--- src/rtl/adder_seq_if.sv ---
// Valid/ready operand-limb and result-limb streams of the multi-limb adder sequencer.
// master = limb producer / result consumer, slave = the sequencer.
interface adder_seq_if #(
    parameter int W = 8
);
    logic         in_valid;
    logic         in_ready;
    logic [W-1:0] in_x;
    logic [W-1:0] in_y;
    logic         in_cin;
    logic         in_last;

    logic         out_valid;
    logic         out_ready;
    logic [W-1:0] out_sum;
    logic         out_last;
    logic         out_carry;
    logic         out_zero;
    logic         len_err;

    modport master (
        output in_valid, in_x, in_y, in_cin, in_last, out_ready,
        input  in_ready, out_valid, out_sum, out_last, out_carry, out_zero, len_err
    );

    modport slave (
        input  in_valid, in_x, in_y, in_cin, in_last, out_ready,
        output in_ready, out_valid, out_sum, out_last, out_carry, out_zero, len_err
    );
endinterface

--- src/rtl/adder_seq.sv ---
// Multi-limb operand sequencer: feeds limbs (LS first) to a registered adder, chains the
// carry between limbs and returns result limbs with last/carry/zero status.
module adder_seq #(
    parameter int W     = 8,
    parameter int LIMBS = 4
) (
    input  logic             clk,
    input  logic             rst,
    adder_seq_if.slave       bus,
    output logic [2*W:0]     ins,
    input  logic [W+1:0]     sm_r,
    input  logic             sm_zero_r
);
    localparam int CW = $clog2(LIMBS) + 1;
    localparam logic [CW-1:0] CNT_MAX = CW'(LIMBS - 1);

    typedef enum logic [1:0] {
        IDLE,
        WAIT,
        RESP
    } state_t;

    state_t          state;
    state_t          state_nxt;

    logic            last_q;
    logic            carry_q;
    logic            first_q;
    logic [CW-1:0]   cnt;
    logic            zacc;
    logic            len_err_q;

    logic            accept;
    logic            done;
    logic            at_max;

    logic            in_ready;
    logic            out_valid;
    logic [W-1:0]    out_sum;
    logic            out_carry;
    logic            out_last;
    logic            out_zero;

    // The adder's top sum bit cannot be set by two W-bit limbs plus one carry.
    logic            unused_sm_msb;
    assign unused_sm_msb = sm_r[W+1];

    assign at_max = (cnt == CNT_MAX);
    assign accept = bus.in_valid & (state == IDLE);
    assign done   = bus.out_ready & (state == RESP);

    always_ff @(posedge clk or posedge rst) begin
        if (rst) begin
            state <= IDLE;
        end else begin
            state <= state_nxt;
        end
    end

    // The adder only presents the sum of a new limb during RESP, so the result fields are
    // taken straight from its registered outputs there; ins is frozen, which keeps them
    // stable under backpressure. Outside RESP they read as zero.
    always_comb begin
        state_nxt = state;
        in_ready  = 1'b0;
        out_valid = 1'b0;
        out_sum   = '0;
        out_carry = 1'b0;
        out_last  = 1'b0;
        out_zero  = 1'b0;
        case (state)
            IDLE: begin
                in_ready = 1'b1;
                if (bus.in_valid) begin
                    state_nxt = WAIT;
                end
            end
            WAIT: begin
                state_nxt = RESP;
            end
            RESP: begin
                out_valid = 1'b1;
                out_sum   = sm_r[W-1:0];
                out_carry = sm_r[W];
                out_last  = last_q;
                out_zero  = last_q & zacc & sm_zero_r;
                if (bus.out_ready) begin
                    state_nxt = IDLE;
                end
            end
            default: begin
                state_nxt = IDLE;
            end
        endcase
    end

    always_ff @(posedge clk or posedge rst) begin
        if (rst) begin
            ins       <= '0;
            last_q    <= 1'b0;
            carry_q   <= 1'b0;
            first_q   <= 1'b1;
            cnt       <= '0;
            zacc      <= 1'b1;
            len_err_q <= 1'b0;
        end else begin
            len_err_q <= accept & at_max & ~bus.in_last;
            if (accept) begin
                ins    <= {(first_q ? bus.in_cin : carry_q), bus.in_y, bus.in_x};
                last_q <= bus.in_last | at_max;
            end
            // Releasing the last limb rearms the sequencer for a fresh operand.
            if (done) begin
                if (last_q) begin
                    carry_q <= 1'b0;
                    first_q <= 1'b1;
                    cnt     <= '0;
                    zacc    <= 1'b1;
                end else begin
                    carry_q <= sm_r[W];
                    first_q <= 1'b0;
                    cnt     <= cnt + 1'b1;
                    zacc    <= zacc & (sm_r[W-1:0] == '0);
                end
            end
        end
    end

    assign bus.in_ready  = in_ready;
    assign bus.out_valid = out_valid;
    assign bus.out_sum   = out_sum;
    assign bus.out_carry = out_carry;
    assign bus.out_last  = out_last;
    assign bus.out_zero  = out_zero;
    assign bus.len_err   = len_err_q;
endmodule

--- src/flat_wrapper.sv ---
// flat-port wrapper written by rule: the top's interface ports become plain ports
module adder_seq_flat 
#(
    parameter int W     = 8,
    parameter int LIMBS = 4
)
  (clk, rst, ins, sm_r, sm_zero_r, bus_in_valid, bus_in_x, bus_in_y, bus_in_cin, bus_in_last, bus_out_ready, bus_in_ready, bus_out_valid, bus_out_sum, bus_out_last, bus_out_carry, bus_out_zero, bus_len_err);
  adder_seq_if #(.W(W)) bus_i ();
  input  logic clk;
  input  logic rst;
  output logic [2*W:0] ins;
  input  logic [W+1:0] sm_r;
  input  logic sm_zero_r;
  input wire logic [$bits(bus_i.in_valid)-1:0] bus_in_valid;
  input wire logic [$bits(bus_i.in_x)-1:0] bus_in_x;
  input wire logic [$bits(bus_i.in_y)-1:0] bus_in_y;
  input wire logic [$bits(bus_i.in_cin)-1:0] bus_in_cin;
  input wire logic [$bits(bus_i.in_last)-1:0] bus_in_last;
  input wire logic [$bits(bus_i.out_ready)-1:0] bus_out_ready;
  output wire logic [$bits(bus_i.in_ready)-1:0] bus_in_ready;
  output wire logic [$bits(bus_i.out_valid)-1:0] bus_out_valid;
  output wire logic [$bits(bus_i.out_sum)-1:0] bus_out_sum;
  output wire logic [$bits(bus_i.out_last)-1:0] bus_out_last;
  output wire logic [$bits(bus_i.out_carry)-1:0] bus_out_carry;
  output wire logic [$bits(bus_i.out_zero)-1:0] bus_out_zero;
  output wire logic [$bits(bus_i.len_err)-1:0] bus_len_err;
  assign bus_i.in_valid = bus_in_valid;
  assign bus_i.in_x = bus_in_x;
  assign bus_i.in_y = bus_in_y;
  assign bus_i.in_cin = bus_in_cin;
  assign bus_i.in_last = bus_in_last;
  assign bus_i.out_ready = bus_out_ready;
  assign bus_in_ready = bus_i.in_ready;
  assign bus_out_valid = bus_i.out_valid;
  assign bus_out_sum = bus_i.out_sum;
  assign bus_out_last = bus_i.out_last;
  assign bus_out_carry = bus_i.out_carry;
  assign bus_out_zero = bus_i.out_zero;
  assign bus_len_err = bus_i.len_err;
  adder_seq #(.W(W), .LIMBS(LIMBS)) u_core (.clk(clk), .rst(rst), .bus(bus_i), .ins(ins), .sm_r(sm_r), .sm_zero_r(sm_zero_r));
endmodule
--- config.mk ---
export PLATFORM = sky130hd
export DESIGN_NAME = adder_seq_flat
export DESIGN_NICKNAME = d
export VERILOG_FILES = /design/src/rtl/adder_seq_if.sv /design/src/rtl/adder_seq.sv /design/src/flat_wrapper.sv
export SDC_FILE = /design/constraint.sdc
export NUM_CORES = 1
export LEC_CHECK = 0
export CAP_MARGIN = 5
export CORE_UTILIZATION = 34
export CTS_CLUSTER_DIAMETER = 100
export DETAILED_ROUTE_END_ITERATION = 12
export PLACE_DENSITY_LB_ADDON = 0.2
export SETUP_SLACK_MARGIN = 0.2
export SYNTH_ARGS = -nofsm -noshare
export SYNTH_HDL_FRONTEND = slang
export SYNTH_SLANG_ARGS = --single-unit
--- constraint.sdc ---
create_clock -name clk -period 1.4 [get_ports clk]
set_input_delay 0.21 -clock clk [delete_from_list [all_inputs] [get_ports clk]]
set_output_delay 0.21 -clock clk [all_outputs]
set_load 0.02 [all_outputs]
# Word-level counts from Yosys, hierarchy flattened
# Index checks and enable logic that the tools add are counted.
# word_totals
register_bits	27
input_bits	33
output_inout_bits	31
wordCells	40
# op_classes
add_sub_neg	1
n_eq_ne	5
mux	14
n_bitwise	9
n_reduce_logical	3
# ops
op	n
$mux W1	9
$logic_not A8 Y1	1
$mux W8	1
$and A1 B1 Y1	7
$pmux W2 S3	1
$mux W2	2
$ne A2 B2 Y1 const B	2
$add A3 B1 Y3 const B	1
$eq A3 B2 Y1 const B	1
$mux W3	1
$eq A2 B1 Y1 const B	1
$eq A2 B2 Y1 const B	1
$logic_not A2 Y1	1
$reduce_and A2 Y1	1
$not A1 Y1	1
$or A1 B1 Y1	1

# Logic depth before layout (Yosys ltp)
# Gate-level depths: netlist of run 1.
# depth
ltp_word	4
ltp_mapped	4
depth_no_buf	4

# Worst setup path before layout of run 1
# OpenSTA, ideal clock, no wires.
# synth_path
kind	register -> output
startpoint	register u_core.state[0]
endpoint	output bus_out_zero
t_arrival_ns	1.197
required_time_ns	1.190
path_slack_ns	-0.007
path_stages_with_launch	4
n_path_buf	0
cell_sequence	dfrtp_1 and2b_1 and2_1 and3_1
# synth_between
elab_chain_len	2
# synth_lines
item	line_no	source
start, declared	adder_seq.sv:23	state_t state;
start signal, assigned	adder_seq.sv:56	state <= state_nxt;
$eq A2 B2 Y1	adder_seq.sv:71	case (state)
$mux W1	adder_seq.sv:71	
end, declared	flat_wrapper.sv:25	output wire logic [$bits(bus_i.out_zero)-1:0] bus_out_zero;
# Every way passes these cells.

# Final worst setup path of run 1
# layout_path
startpoint	register u_core.state[1]
endpoint	output bus_out_sum[1]
# layout_between
elab_chain_len	2
# layout_lines
item	line_no	source
$eq A2 B2 Y1	adder_seq.sv:71	
$mux W8	adder_seq.sv:71	
end, declared	flat_wrapper.sv:22	output wire logic [$bits(bus_i.out_sum)-1:0] bus_out_sum;
# Every way passes these cells.

==> out/results.ini, run 1 <==
[flow_run]
maxCapViolations = 0

[drt]
postRouteAntennaNets = 0
top_layer = met4
met2WireLength_mm = 1.52
post_drt_via_cell_ratio = 4.66
post_drt_wl_per_cell_um = 13.7
wl_met1_mm = 1.17
first_iter_violations = 4
drc = 0
vias = 1007
wl_met3_um = 248
wl_mm = 2.96
dr.pass1.iters = 4

[setup_path]
startpoint_type = flip-flop
cpPeakStageDelay_ps = 400
crit_cells = 4
r2r_slack_ps = -50
r2r_start = u_core.state[0]
crit_chain = and2b_2, buf_4, and2_4, buf_4
cp_max_fo = 5
setup.worst_path.end_class = primary output
cpLargestDelayFamily = flip-flops
setup.worst_path.end = bus_out_sum[1]
required_ps = 1190
reg2reg_depth = 4
worst_r2r_endpoint = u_core.ins[14]
critPathKind = reg2out
critPathArrivalTime_ps = 1390
critPathLaunch = u_core.state[1]
cp_common_cell = buf_4
path_buf_inv = 2
cp_slowest_cell = dfrtp_1

[die]
ios = 64
start_util_pct = 37.1
dieArea_um2 = 3680
fp.dieH_um = 60.7
core-area_um2 = 3150
fp.dieW_um = 60.7
fp-row-count = 20

[layout]
num-nets-final = 208
fillCellCount = 281
final_common_cell = clkdlybuf4s50_1
layout-drive-gt1-share_pct = 52.3
utilization_pct = 64.6
syn2layout_area_growth_pct = 73.9
seq_area_um2 = 678
multi_input_area_um2 = 562
diodes = 0
fin_cells = 216
final_cell_mix = 31 x clkdlybuf4s50_1, 25 x dfrtp_1, 18 x buf_2

[timing]
final-setup-viol-count = 28
fin_crit_ps = 1600
worst_slew_pin_slew_ps = 242
setup_ws_ps = -201
rsz0062_at_grt = yes
skew_ps = 7.84
fmax_mhz = 624
hold_violations = 0
period_share_pct = 114
slew_headroom_pct = 83.7
slew_violations = 0

[global_routing]
grtUsageTotal_pct = 17.0
grt-ovfl-total = 0
grt_pass1_wl_mm = 4.55
antenna_found_initial = 0
grt_pass1_vias = 1007
grt_max_degree = 15

[pwr]
pwr_density_cell_nw_per_um2 = 1980
peakVddDrop_mv = 1.05
p_leak_nw = 0.955

[placement]
place_hpwl_mm = 2.13
numPlacedInstances = 208
port_buffers = 62
gp_congestion = 0.707
post-place-ws_ps = -298

[yosys]
synth_seq_area_share_pct = 57.9
ys_seq_elements = 27
synthTopCellsByArea = dfrtp_1 53%, mux2_2 16%, and2_1 5.3%, dfstp_2 4.5%, ha_1 2.1%
synth_cells = 90
synth_nets = 125
ys.warnings.count = 0
yosys.area.top_type = dfrtp_1
synth_area_per_cell_um2 = 13.0
ys_types = 24
netlist_area_um2 = 1170
synth.top_cell.area_share_pct = 53.4

[status]
status = finished with violations
violations = setup timing

[clock_network]
clk_pin_slew_ps = 140
cts_max_path_buffers = 2
htreeDepth = 1
cts-buffers-inserted = 3
tritoncts = done
root_buffer = clkbuf_4
insertion_delay_ps = 320
clock-sinks = 27

[hold_path]
hp-class = in2async

## power breakdown
group / internal [mW] / switching [mW]
registers: 1.16 / 0.183
clock network: 0.111 / 0.219
logic: 1.21 / 1.15
total: 2.48 / 1.55
## registers in the layout, indices dropped and copies added (netlist names)
signal,cells
u_core.bus.len_err,1
u_core.carry_q,1
u_core.cnt,3
u_core.first_q,1
u_core.ins,17
u_core.last_q,1
u_core.state,2
u_core.zacc,1
## synthesized netlist by cell type
library cell and count:
and3b_1 1, mux2i_1 1, nor3_1 1, nor2_1 4, dfrtp_1 25, o31ai_1 1
a21oi_1 2, ha_1 2, dfstp_2 2, and3_1 1, nand2b_1 3, buf_4 2
mux2_2 17, and2b_1 1, and2_1 10, nand3b_2 1, nor3b_4 1, nor4_1 2
nand2_1 3, a32o_1 1, a21o_1 2, buf_2 1, o21ai_0 3, inv_1 3
## worst reg2reg max path, delay by kind of cell (launching register included)
family / cells / cell delay [ps]
AND/OR/NAND/NOR: 1 / 270
multiplexers: 1 / 330
flip-flops: 1 / 400
buffers and inverters: 2 / 350
## logic make-up after synthesis
kind of cell | synth area share (%)
flops | 57.9
simple gates | 15.2
mux | 17.2
buf+inv | 2.67
fa+ha+maj | 2.14
compound gates | 4.91
## worst min path at each step
stage,startpoint,to,slack [ps]
after floorplan,rst,u_core.bus.len_err,260
final,rst,u_core.ins[2],190
after CTS,rst,u_core.ins[0],190
after global placement,u_core.cnt[2],u_core.cnt[2],460
after detailed placement,u_core.cnt[2],u_core.cnt[2],480
after global routing,rst,u_core.ins[2],180
## per-layer routing
| metal | vias up | GRT usage [%] |
|---|---|---|
| met2 | 43 | 31.2 |
| met5 | - | 0 |
| met1 | 485 | 19.3 |
| met4 | 0 | 6.82 |
| li1 | 477 | - |
| met3 | 2 | 3.41 |
## area by class of cell
| cell class | count | share of cell area (%) |
|---|---|---|
| inverters | 3 | 0.553 |
| clock buffers | 4 | 1.29 |
| flip-flops and latches | 27 | 33.3 |
| multi-input cells | 57 | 27.6 |
| well taps | 44 | 2.70 |
| repair buffers | 81 | 34.6 |
## stage by stage
stage	instance area (µm²)	hold slack (ps)	setup TNS (ps)	power [mW]
2_1_floorplan	1200	261	0	2.57
3_3_place_gp	1970	462	-4890	3.59
5_1_grt	2040	183	-4240	4.30
6_report	2040	185	-2140	4.03
3_5_place_dp	1970	481	-5250	3.66
4_1_cts	2030	187	-2410	4.00
## what timing repair did
item                                   CTS  global route
endpoints found under the hold margin    0             0
setup endpoints to repair               56            46
cloned                                   2             0
hold buffers                             0             0
pin swaps                               11             1
gates resized for setup                149            23
setup buffers                            1             1
Power figures use the tool's default switching activity.
==> inputs of run 2 (changes only) <==
- SLEW_MARGIN: unset -> 20
==> results of run 2 <==
The final DEF is identical to that of run 1; final timing and power are the same.
